**config.mk**
```make
export PLATFORM = sky130hd
export DESIGN_NAME = fetch_unit
export DESIGN_NICKNAME = d
export VERILOG_FILES = /design/src/rtl/fetch_unit_pkg.sv /design/src/rtl/fetch_unit_branch_lut.sv /design/src/rtl/fetch_unit.sv
export SDC_FILE = /design/constraint.sdc
export NUM_CORES = 1
export LEC_CHECK = 0
export ABC_AREA = 1
export BUFFER_PORTS_ARGS = -buffer_cell sky130_fd_sc_hd__buf_2
export CAP_MARGIN = 20
export CORE_UTILIZATION = 40
export CTS_CLUSTER_DIAMETER = 100
export CTS_CLUSTER_SIZE = 10
export DETAILED_ROUTE_END_ITERATION = 6
export PLACE_DENSITY_LB_ADDON = 0.15
export SYNTH_ARGS = -nofsm -noshare
export SYNTH_HDL_FRONTEND = slang
export SYNTH_SLANG_ARGS = --single-unit
```
**constraint.sdc**
```tcl
create_clock -name Clk -period 3.9 [get_ports Clk]
set_input_delay 0 -clock Clk [delete_from_list [all_inputs] [get_ports Clk]]
set_output_delay 0 -clock Clk [all_outputs]
set_load 0.005 [all_outputs]
```
**src/rtl/fetch_unit_pkg.sv**
```systemverilog
// Shared definitions for the fetch stage and its consumers: opcode mnemonics,
// fetch FSM states, the halt word and the default datapath widths.
package fetch_unit_pkg;

    localparam int PC_W_DEF   = 10;
    localparam int INST_W_DEF = 9;
    localparam int LUT_W_DEF  = 4;

    typedef enum logic [2:0] {
        LDR = 3'b000,
        STR = 3'b001,
        AND = 3'b010,
        XOR = 3'b011,
        ADD = 3'b100,
        SUB = 3'b101,
        BEQ = 3'b110,
        MOV = 3'b111
    } op_mne;

    typedef enum logic [1:0] {
        IDLE = 2'b00,
        RUN  = 2'b01,
        HALT = 2'b10
    } fetch_state_e;

    // MOV with an all-ones operand terminates the program.
    localparam logic [INST_W_DEF-1:0] HALT_WORD = 9'h1FF;

    function automatic op_mne decode_op(input logic [INST_W_DEF-1:0] inst);
        return op_mne'(inst[INST_W_DEF-1 -: 3]);
    endfunction

endpackage

```
**src/rtl/fetch_unit_branch_lut.sv**
```systemverilog
// Branch-target lookup: maps the low operand bits of a BEQ to an absolute PC.
// Retarget programs by editing the case table; the fetch FSM is untouched.
module branch_lut #(
    parameter int LUT_W = 4,
    parameter int PC_W  = 10
) (
    input  logic [LUT_W-1:0] idx,
    output logic [PC_W-1:0]  target
);

    always_comb begin
        // NOTE: a default before the case keeps this purely combinational (no latch).
        target = '0;
        case (idx)
            LUT_W'(0): target = PC_W'(40);
            LUT_W'(1): target = PC_W'(64);
            LUT_W'(2): target = PC_W'(100);
            LUT_W'(3): target = PC_W'(20);
            LUT_W'(4): target = PC_W'(200);
            LUT_W'(5): target = PC_W'(512);
            LUT_W'(6): target = PC_W'(1000);
            LUT_W'(7): target = PC_W'(1023);
            default:   target = '0;
        endcase
    end

endmodule

```
**src/rtl/fetch_unit.sv**
```systemverilog
// Instruction fetch stage: PC, ROM addressing, instruction register, BEQ
// redirect through branch_lut and the Start/Done program handshake.
module fetch_unit
    import fetch_unit_pkg::*;
#(
    parameter int PC_W   = PC_W_DEF,
    parameter int INST_W = INST_W_DEF,
    parameter int LUT_W  = LUT_W_DEF
) (
    input  logic              Clk,
    input  logic              Reset,
    input  logic              Start,
    input  logic              Stall,
    input  logic              BranchTaken,
    input  logic [INST_W-1:0] InstIn,
    output logic [PC_W-1:0]   InstAddr,
    output logic [INST_W-1:0] InstOut,
    output logic [2:0]        Op,
    output logic              Valid,
    output logic              Done
);

    fetch_state_e      state_q, state_d;
    logic [PC_W-1:0]   pc_q, pc_d;
    logic [INST_W-1:0] ir_q, ir_d;
    logic              valid_q, valid_d;
    logic              done_q, done_d;
    logic [PC_W-1:0]   branch_target;
    logic              is_halt;
    logic              is_redirect;

    branch_lut #(
        .LUT_W (LUT_W),
        .PC_W  (PC_W)
    ) u_branch_lut (
        .idx    (ir_q[LUT_W-1:0]),
        .target (branch_target)
    );

    // Halt and redirect are judged on the registered instruction only.
    assign is_halt     = valid_q && (ir_q == INST_W'(HALT_WORD));
    assign is_redirect = valid_q && (ir_q[INST_W-1 -: 3] == BEQ) && BranchTaken;

    always_comb begin
        state_d = state_q;
        pc_d    = pc_q;
        ir_d    = ir_q;
        valid_d = valid_q;
        done_d  = done_q;

        if (!Stall) begin
            case (state_q)
                IDLE: begin
                    pc_d = '0;
                    if (Start) state_d = RUN;
                end
                RUN: begin
                    if (is_halt) begin
                        state_d = HALT;
                        done_d  = 1'b1;
                        valid_d = 1'b0;
                    end else if (is_redirect) begin
                        // Squash the wrong-path word fetched alongside the redirect.
                        pc_d    = branch_target;
                        ir_d    = '0;
                        valid_d = 1'b0;
                    end else begin
                        ir_d    = InstIn;
                        valid_d = 1'b1;
                        pc_d    = pc_q + PC_W'(1);
                    end
                end
                HALT: begin
                    if (Start) begin
                        state_d = RUN;
                        pc_d    = '0;
                        done_d  = 1'b0;
                    end
                end
                default: begin
                    state_d = IDLE;
                    pc_d    = '0;
                    valid_d = 1'b0;
                    done_d  = 1'b0;
                end
            endcase
        end
    end

    always_ff @(posedge Clk or negedge Reset) begin
        if (!Reset) begin
            state_q <= IDLE;
            pc_q    <= '0;
            ir_q    <= '0;
            valid_q <= 1'b0;
            done_q  <= 1'b0;
        end else begin
            // NOTE: non-blocking so every flop samples the pre-edge values.
            state_q <= state_d;
            pc_q    <= pc_d;
            ir_q    <= ir_d;
            valid_q <= valid_d;
            done_q  <= done_d;
        end
    end

    assign InstAddr = pc_q;
    assign InstOut  = ir_q;
    assign Op       = ir_q[INST_W-1 -: 3];
    assign Valid    = valid_q;
    assign Done     = done_q;

endmodule

```
==> metrics.cfg <==
[sta]
hold_viol_final=0
fin_skew_ns=0.00664
tightest_slew_ns=0.669
maxSlewHeadroom_pct=55.2
rsz0062_at_grt=false
hold_slack_ns=0.116
period_share_pct=47.8
fin_tns_setup_ns=0
period_needed_ns=1.86
setup_ws_ns=2.04
setup_viol=0
slew_viol_final=0
fmax_ghz=0.537

[logic_synthesis]
syn_inst=219
ys_ff_latch=23
yosysSeqAreaShare_pct=37.3
syn_area_sq_um=1540
synth-warning-count=0
synth_cell_types=26
syn_nets=237
synth.avg_cell_area_sq_um=7.04

[setup_path]
cp_slowest_stage_delay_ns=0.53
cp.required_ns=4.07
cp_max_fo=18
critPathKind=register to register
crit_path_end_kind=register
arrival_ns=2.03
cp_common_cell=nand2_1
cp_slowest_cell=nor2_1
startpoint_type=register
crit_family=simple AND/OR/NAND/NOR gates
crit_path_cell_trace=inv_1 > nand2_1 > nor2_1 > inv_2 > nor2_1 > nand2_1 > nand3_1 > nand2_1
path_buf_inv=2

[die]
core_area_sq_um=3690
start_util_pct=41.8
fp-row-count=22
die-area_sq_um=4110
die_w_um=64.1
dieHeight_um=64.1
io_pins=38

[routing]
drc=0
finalWirelength_mm=3.38
drtPass1Iterations=4
wl_per_cell_um=10.8
vias_per_cell=4.76
ant_nets=0
first_iter_violations=63
vias=1486

[power_and_ir_drop]
vdd_drop_max_mv=0.290
powerDensity_nw_per_um2=520
leakagePower_nw=1.02

[placed_design]
dp_hpwl_mm=2.38
port_buffers=37
routabilityCongestion=0.834
dpl_worst_slack_ns=2.04

[status]
outcome=finished, final reports clean

[clock_tree]
post_cts_buffers=0
cts_tree=yes
clockRootBuffer=clkbuf_8
clk-insertion-delay-late_ns=0.27
clk_pin_slew_ns=0.09
cts.htree.levels=1
cts_buffers=3
cts_buffer_depth=2
numClockSinks=23
cts-resized-gates=0

[grt]
grt_usage_pct=18.3
antenna_found_initial=0
grt_pass1_vias=1384
grt_pass1_wl_mm=5.94
grt_max_degree=24
grt-ovfl-total=0

[run]
drv_cap=0

[cells_and_area]
syn2layout_area_growth_pct=22.2
diodes=0
fin_nets=283
drive_above_1_share_pct=20.5

[hold_path]
hold_class=input pin to register

-- logic make-up (layout without fill, tap and decap cells) --
kind of cell | after synthesis | in the layout | synth area share (%)
DFF | 23 | 23 | 37.3
adders and majority gates | 4 | 4 | 3.25
and+or+nand+nor | 143 | 143 | 41.9
AOI/OAI and AO/OA | 19 | 19 | 8.04
buffers and inverters | 30 | 75 | 9.50
-- where the power goes --
part / total [mW] / switching [mW] / internal (mW)
clock network: 0.152 / 0.0793 / 0.0731
registers: 0.409 / 0.0962 / 0.312
logic: 0.419 / 0.244 / 0.174
-- what timing repair did --
| action | 4_1_cts | 5_1_grt |
|---|---|---|
| hold buffers | 11 | 0 |
| hold endpoints to repair | 33 | 0 |
| setup endpoints to repair | 0 | 0 |
-- worst reg2reg max path, stage by stage (launching register included) --
cell     delay, ns
dfrtp_1       0.43
inv_1         0.07
nand2_1       0.04
nor2_1        0.53
inv_2         0.30
nor2_1        0.20
nand2_1       0.07
nand3_1       0.08
nand2_1       0.05
-- synthesized netlist by cell type, drive strengths merged --
cell / instances / area (sq um)
a21oi: 3 / 26.3
nand4: 4 / 25.0
nand3b: 2 / 15.0
dfrtp: 23 / 576
nor2: 29 / 140
ha: 4 / 50.1
o21ai: 13 / 76.3
buf: 7 / 57.6
o22ai: 1 / 6.26
inv: 23 / 88.8
nand2: 88 / 340
o211ai: 2 / 15.0
nand3: 20 / 125
-- metal layers --
layer / track usage (%) / part of all wire (%) / wire [um] / vias up
met5: 0 / 0 / 0 / -
met4: 5.97 / 1.1 / 36 / 0
met3: 3.04 / 3.5 / 119 / 4
met2: 31.1 / 46 / 1570 / 28
met1: 23.5 / 49 / 1650 / 675
li1: - / - / - / 779
-- sequential cells by signal (all words and copies together) (netlist names) --
name / cells
state_q: 2
InstAddr: 10
Done: 1
Valid: 1
InstOut: 9
-- worst paths after layout --
| path | startpoint | end | slack (ns) | depth (start not counted) |
|---|---|---|---|---|
| max | InstOut[6] | InstAddr[6] | 2.04 | 8 |
| min | Stall | Valid | 0.12 | 4 |
| max reg2reg | InstOut[6] | InstAddr[6] | 2.04 | 8 |
| min reg2reg | Done | Done | 0.47 | 2 |
| max in group asynchronous | Reset | state_q[1] | 3.30 | 2 |
| min in group asynchronous | Reset | InstAddr[5] | 0.24 | 2 |
-- cell usage in the layout (no fill, tap or decap) --
cell            n
nand2_1        86
buf_2          37
nor2_1         24
dfrtp_1        23
inv_1          20
nand3_1        18
o21ai_0        11
dlygate4sd3_1  11
nand4_1         4
ha_1            4
nor2_2          3
clkbuf_8        3
inv_2           2
nand3_4         2
nand3b_1        2
o211ai_1        2
a21oi_1         2
a21oi_4         1
nor2_8          1
inv_4           1
nand2_2         1
nor2_4          1
o21ai_4         1
nand2_4         1
o21ai_1         1
o22ai_1         1
clkbuf_1        1
-- stage by stage --
stage / cells / power, mW / utilization, % / area [sq um]
after detailed placement: 297 / 0.826 / 46.9 / 1730
after floorplan: 219 / 0.710 / - / 1540
after global routing: 312 / 1.08 / 51.1 / 1880
after global placement: 297 / 0.829 / 46.9 / 1730
after CTS: 312 / 0.993 / 51.1 / 1880
final: 312 / 0.980 / 51.1 / 1880
-- layout make-up --
cell class / count / area, sq um
multi-input combinational: 166 / 820
timing repair buffer: 48 / 295
inverter: 23 / 88.8
fill: 402 / 1800
sequential: 23 / 576
tap: 48 / 60.1
clock buffer: 4 / 45.0
No activity file was read; power rests on OpenSTA's default activity.
